[src/rtl/prog_freq_divider.sv]
// prog_freq_divider: a bank of NUM_CH runtime-programmable clock dividers on one clock.
// Each channel drives a registered divide-by-D level (high ceil(D/2), low floor(D/2)).
// A one-entry shadow slot holds a {ch, div, en} request until it can be applied
// without emitting a truncated or stretched period.
// Optional feature: define FREQ_DIV_STROBE_EN to add div_strobe, a one-cycle pulse
// coincident with every div_out rising edge.
module prog_freq_divider #(
    parameter int NUM_CH      = 4,
    parameter int CNT_W       = 8,
    parameter int DEFAULT_DIV = 2,
    parameter int CH_W        = (NUM_CH > 1) ? $clog2(NUM_CH) : 1
) (
    input  logic              clk,
    input  logic              reset,
    input  logic              cfg_valid,
    output logic              cfg_ready,
    input  logic [CH_W-1:0]   cfg_ch,
    input  logic [CNT_W-1:0]  cfg_div,
    input  logic              cfg_en,
    input  logic              sync_restart,
    output logic [NUM_CH-1:0] div_out
`ifdef FREQ_DIV_STROBE_EN
    ,
    output logic [NUM_CH-1:0] div_strobe
`endif
);

    // Config handshake: a transfer happens on a rising edge where cfg_valid and
    // cfg_ready are both 1. cfg_ready is simply "shadow slot empty", so it drops
    // for at least one cycle after every in-range transfer; the request fields
    // only need to be stable during the transfer cycle.

    // Per-channel running state
    logic [CNT_W-1:0]  r_cnt [NUM_CH];
    logic [CNT_W-1:0]  r_div [NUM_CH];
    logic [NUM_CH-1:0] r_en;
    logic [NUM_CH-1:0] r_out;

    // Shadow slot
    logic              r_pend;
    logic [CH_W-1:0]   r_sh_ch;
    logic [CNT_W-1:0]  r_sh_div;
    logic              r_sh_en;

    // Next-state values and decode
    logic [CNT_W-1:0]  w_cnt_nxt [NUM_CH];
    logic [CNT_W-1:0]  w_div_nxt [NUM_CH];
    logic [NUM_CH-1:0] w_en_nxt;
    logic [NUM_CH-1:0] w_out_nxt;
    logic [NUM_CH-1:0] w_wrap;
    logic [NUM_CH-1:0] w_half;
    logic [NUM_CH-1:0] w_sel;
    logic [NUM_CH-1:0] w_apply;
    logic              w_accept;
    logic              w_ch_ok;
    logic [CNT_W-1:0]  w_cfg_div;

    assign w_accept  = cfg_valid & ~r_pend;
    assign w_ch_ok   = (int'(cfg_ch) < NUM_CH);
    assign w_cfg_div = (cfg_div < CNT_W'(2)) ? CNT_W'(2) : cfg_div;
    assign cfg_ready = ~r_pend;
    assign div_out   = r_out;

    // Boundary (last count of the period) and high-phase end (count ceil(D/2)-1,
    // written as floor((D-1)/2) so it cannot overflow at the maximum ratio).
    for (genvar g = 0; g < NUM_CH; g++) begin : g_ch
        assign w_wrap[g] = r_en[g] && (r_cnt[g] == r_div[g] - CNT_W'(1));
        assign w_half[g] = (r_cnt[g] == ((r_div[g] - CNT_W'(1)) >> 1));
        assign w_sel[g]  = r_pend && (r_sh_ch == CH_W'(g));
    end

    // Per-channel next state: pending-entry application first, then free running.
    always_comb begin
        w_apply = '0;
        for (int i = 0; i < NUM_CH; i++) begin
            w_cnt_nxt[i] = r_cnt[i];
            w_div_nxt[i] = r_div[i];
            w_en_nxt[i]  = r_en[i];
            w_out_nxt[i] = r_out[i];
            if (w_sel[i] && !r_en[i]) begin
                // Stopped target: apply at once; start the first high phase if enabling.
                w_apply[i]   = 1'b1;
                w_div_nxt[i] = r_sh_div;
                if (r_sh_en) begin
                    w_en_nxt[i]  = 1'b1;
                    w_cnt_nxt[i] = '0;
                    w_out_nxt[i] = 1'b1;
                end
            end else if (w_sel[i] && !r_sh_en) begin
                // Running target being stopped: stop at once.
                w_apply[i]   = 1'b1;
                w_div_nxt[i] = r_sh_div;
                w_en_nxt[i]  = 1'b0;
                w_cnt_nxt[i] = '0;
                w_out_nxt[i] = 1'b0;
            end else if (w_sel[i] && (w_wrap[i] || sync_restart)) begin
                // Running target re-ratioed: swap in the new ratio at a period start.
                w_apply[i]   = 1'b1;
                w_div_nxt[i] = r_sh_div;
                w_cnt_nxt[i] = '0;
                w_out_nxt[i] = 1'b1;
            end else if (r_en[i]) begin
                if (sync_restart || w_wrap[i]) begin
                    w_cnt_nxt[i] = '0;
                    w_out_nxt[i] = 1'b1;
                end else begin
                    w_cnt_nxt[i] = r_cnt[i] + CNT_W'(1);
                    if (w_half[i]) begin
                        w_out_nxt[i] = 1'b0;
                    end
                end
            end
        end
    end

    // Shadow slot: capture on transfer (out-of-range channels are dropped), clear on apply.
    always_ff @(posedge clk or posedge reset) begin
        if (reset) begin
            r_pend   <= 1'b0;
            r_sh_ch  <= '0;
            r_sh_div <= '0;
            r_sh_en  <= 1'b0;
        end else if (w_accept) begin
            r_pend   <= w_ch_ok;
            r_sh_ch  <= cfg_ch;
            r_sh_div <= w_cfg_div;
            r_sh_en  <= cfg_en;
        end else if (|w_apply) begin
            r_pend   <= 1'b0;
        end
    end

    // Channel state registers.
    always_ff @(posedge clk or posedge reset) begin
        if (reset) begin
            for (int i = 0; i < NUM_CH; i++) begin
                r_cnt[i] <= '0;
                r_div[i] <= CNT_W'(DEFAULT_DIV);
            end
            r_en  <= '0;
            r_out <= '0;
        end else begin
            for (int i = 0; i < NUM_CH; i++) begin
                r_cnt[i] <= w_cnt_nxt[i];
                r_div[i] <= w_div_nxt[i];
            end
            r_en  <= w_en_nxt;
            r_out <= w_out_nxt;
        end
    end

`ifdef FREQ_DIV_STROBE_EN
    // A period starts exactly when a running channel reloads count 0 with the output high.
    logic [NUM_CH-1:0] w_rise;
    logic [NUM_CH-1:0] r_strobe;

    for (genvar g = 0; g < NUM_CH; g++) begin : g_rise
        assign w_rise[g] = w_en_nxt[g] & w_out_nxt[g] & (w_cnt_nxt[g] == '0);
    end

    // Strobe register, aligned with the div_out rise.
    always_ff @(posedge clk or posedge reset) begin
        if (reset) begin
            r_strobe <= '0;
        end else begin
            r_strobe <= w_rise;
        end
    end

    assign div_strobe = r_strobe;
`endif

endmodule

[config.mk]
export PLATFORM = sky130hd
export DESIGN_NAME = prog_freq_divider
export DESIGN_NICKNAME = d
export VERILOG_FILES = /design/src/rtl/prog_freq_divider.sv
export SDC_FILE = /design/constraint.sdc
export NUM_CORES = 1
export LEC_CHECK = 0
export ABC_AREA = 1
export CORE_UTILIZATION = 30
export CTS_BUF_LIST = sky130_fd_sc_hd__clkbuf_4 sky130_fd_sc_hd__clkbuf_8
export CTS_CLUSTER_SIZE = 30
export DETAILED_ROUTE_END_ITERATION = 12
export SLEW_MARGIN = 30
export SYNTH_ARGS = -nofsm -noshare
export SYNTH_HDL_FRONTEND = slang
export SYNTH_SLANG_ARGS = --single-unit
[constraint.sdc]
create_clock -name clk -period 3.6 [get_ports clk]
set_clock_uncertainty 0.1 [all_clocks]
set_input_delay 0.54 -clock clk [delete_from_list [all_inputs] [get_ports clk]]
set_output_delay 0.54 -clock clk [all_outputs]
set_load 0.01 [all_outputs]
==> results.py <==
metrics = {
    "yosys": {
        "yosysTopAreaCellShare": 0.361,
        "netlist_instances": 744,
        "synth_largest_area_cell": "dfrtp_1",
        "synth_edf_count": 0,
        "ys_seq_area_frac": 0.380,
        "syn_area_per_cell_um2": 7.46,
        "synth.most_common_cell": "nand2_1",
        "synth_cell_types": 39,
        "syn_area_um2": 5550,
        "yosys_warnings": 0,
        "synth.net_count": 767,
        "ys.flop_type": "dfrtp_1",
        "async_flop_share": 1.00,
        "ys_seq_elements": 84,
        "synth_area_leaders": "dfrtp_1, nand2_1, inv_1, nand3_1, xor2_1",
        "synthTopCellsByCount": "nand2_1, inv_1, dfrtp_1",
    },
    "die": {
        "core.rowCount": 49,
        "die_w_um": 138,
        "start_util": 0.308,
        "fp.dieH_um": 138,
        "dieArea_um2": 19000,
        "pin_count": 20,
        "core_um2": 18000,
    },
    "place": {
        "preCtsSetupSlack_ns": 1.27,
        "dpl.hpwl_um": 9510,
        "dpl-instance-area_um2": 5980,
        "dp_cells": 985,
        "io_buffers": 19,
        "place_congestion": 0.820,
    },
    "timing": {
        "postLayoutSetupSlackWorst_ns": 1.26,
        "fin_crit_sh": 0.651,
        "final-setup-viol-count": 0,
        "setup_tns_ns": 0,
        "max_freq_mhz": 427,
        "grt_setup_unrepaired": "false",
        "drv_slew": 0,
        "max_slew.worst_pin.slew_ns": 0.836,
        "fin_crit_ns": 2.34,
        "maxSlewHeadroom": 0.443,
        "hold_viol": 0,
        "holdWs_ns": 0.398,
    },
    "routing": {
        "vias": 4646,
        "vias_per_cell": 4.64,
        "wl_um": 12700,
        "ant_nets": 0,
        "drtIter0Drc": 324,
        "remaining_drc_errors": 0,
        "drt-pass1-iter-count": 7,
        "wl_per_cell_um": 12.6,
    },
    "cells_and_area": {
        "finalNonFillerCells": 1001,
        "synthToLayoutAreaGrowth_pct": 11.6,
        "final-seq-area_um2": 2110,
        "nFillCells": 1948,
        "final_area_um2": 6190,
        "drive_gt1_frac": 0.135,
        "antennaDiodeCount": 0,
        "multi_input_area_um2": 2960,
        "nets": 790,
    },
    "hold_path": {
        "min_from": "r_div[25]$_DFFE_PP1P_",
        "hold_end": "r_div[25]$_DFFE_PP1P_",
        "hold_depth": 2,
        "hold_path_class": "flip-flop to flip-flop",
    },
    "worst_setup_path": {
        "cp.arrival_ns": 2.51,
        "path_cells": "inv_1 -> ha_1 -> nand2_1 -> inv_1 -> nor2_1 -> nand3_1 -> nor2_1 -> nand3_1 -> nor2_2 -> nand3_2 -> nand3_2 -> nand2_4 -> nand3_1 -> o21bai_1",
        "r2r_setup_slack_ns": 1.26,
        "crit_top_cell": "nand3_1",
        "cpMaxStageDelayCell": "dfstp_2",
        "rr_worst_depth": 14,
        "cp.required_ns": 3.77,
        "worst-path-buf-inv": 2,
        "reg2reg_from": "r_div[25]$_DFFE_PP1P_",
        "worstSetupPathType": "flip-flop to flip-flop",
        "crit_family": "simple AND/OR/NAND/NOR gates",
        "end_kind": "flip-flop",
        "r2r_end": "r_pend$_DFFE_PP0P_",
        "crit_fanout": 17,
        "critPathMaxStageDelay_ns": 0.57,
        "start_kind": "flip-flop",
    },
    "grt": {
        "grt_max_degree": 46,
        "grt_pass1_wl_um": 21300,
        "antenna_found_initial": 0,
        "grt_pass1_vias": 4294,
        "grtUsageMet1": 0.200,
        "overflow": 0,
        "busiest_layer": "met2",
        "gr-usage-all-layers": 0.146,
        "met2_usage": 0.228,
        "use_met3": 0.0241,
    },
    "power_and_ir_drop": {
        "power_density_nw_per_um2": 841,
        "power_leakage_nw": 2.86,
        "ir_drop_uv": 238,
    },
    "clocking": {
        "insertion_delay_ns": 0.38,
        "cts_buffers": 9,
        "cts_hold_buf": 0,
        "clockRootBuffer": "clkbuf_8",
        "clk_pin_slew_ns": 0.09,
        "clock_path_buffers": 2,
        "tritoncts": "built",
        "htreeDepth": 3,
        "cts_setup_buffers": 0,
        "ctsResizeCount": 0,
        "cts_sinks": 84,
    },
    "flow_run": {
        "drv_cap": 0,
    },
    "status": {
        "run_status": "complete, no violations",
    },
}
[worst min-delay path, cell delays in order, from the launching register on]
cell	delay, ns
dfstp_2	0.39
nand2_2	0.06
o21ai_2	0.05
[cells by family after synthesis]
| kind of cell | after synthesis | share of synthesized area |
|---|---|---|
| AO/OA/AOI/OAI | 105 | 0.119 |
| XOR/XNOR | 43 | 0.0742 |
| adder cells (fa/ha/maj) | 8 | 0.0180 |
| buffers and inverters | 121 | 0.0875 |
| flip-flops | 84 | 0.380 |
| AND/OR/NAND/NOR | 383 | 0.322 |
[how the worst max path moves through the flow]
stage	cells past startpoint	startpoint	to
2_1_floorplan	1	reset	div_out[0]$_DFFE_PP0P_
3_3_place_gp	14	r_div[17]$_DFFE_PP1P_	r_cnt[21]$_DFFE_PP0P_
3_5_place_dp	14	r_div[25]$_DFFE_PP1P_	r_pend$_DFFE_PP0P_
4_1_cts	14	r_div[25]$_DFFE_PP1P_	r_pend$_DFFE_PP0P_
5_1_grt	14	r_div[17]$_DFFE_PP1P_	r_cnt[23]$_DFFE_PP0P_
6_report	14	r_div[25]$_DFFE_PP1P_	r_pend$_DFFE_PP0P_
[metrics by stage]
stage,power (mW),utilization
2_1_floorplan,3.91,-
3_3_place_gp,4.47,0.332
3_5_place_dp,4.50,0.332
4_1_cts,5.25,0.343
5_1_grt,5.73,0.343
6_report,5.20,0.343
[flip-flops by register name, indices dropped and copies added, names as in the netlist]
register / flops
r_div: 32
div_out: 4
r_sh_div: 8
r_sh_ch: 2
r_en: 4
r_cnt: 32
r_pend: 1
r_sh_en: 1
[cell type report]
type / count / area share
Clock buffer: 9 / 0.0200
Clock inverter: 7 / 0.0131
Inverter: 113 / 0.0687
Multi-Input combinational cell: 539 / 0.477
Sequential cell: 84 / 0.340
Tap cell: 229 / 0.0463
Timing Repair Buffer: 20 / 0.0340
[layer usage]
layer,up-vias,wire length (µm)
met5,-,0
met3,13,305
met4,0,198
met1,2147,6470
li1,2440,-
met2,46,5680
[placed cells by master, fill, tap and decap left out, types with 4 or more instances in the layout]
cell / Yosys / final
nand2_1: 173 / 173
inv_1: 103 / 102
dfrtp_1: 80 / 80
nand3_1: 69 / 69
nor2_1: 63 / 63
xor2_1: 36 / 36
o22ai_1: 24 / 24
o21ai_0: 23 / 23
o21ai_2: 23 / 23
nor3_1: 20 / 20
clkdlybuf4s50_1: 0 / 19
a21oi_1: 17 / 17
nand2_2: 14 / 14
nor2_2: 14 / 14
o21ai_1: 11 / 11
nand3_2: 10 / 10
inv_2: 9 / 9
clkbuf_8: 0 / 9
ha_1: 8 / 8
nand4_1: 6 / 6
xnor2_1: 4 / 4
nand2_4: 4 / 4
inv_6: 0 / 4
dfstp_2: 4 / 4
[report_power, final]
| group | switching (mW) | internal [mW] | leakage, nW | total [mW] |
|---|---|---|---|---|
| Clock | 0.395 | 0.332 | 0.101 | 0.727 |
| Combinational | 1.78 | 1.05 | 1.69 | 2.83 |
| Sequential | 0.372 | 1.27 | 1.07 | 1.65 |
No activity file was read; power rests on OpenSTA's default activity.
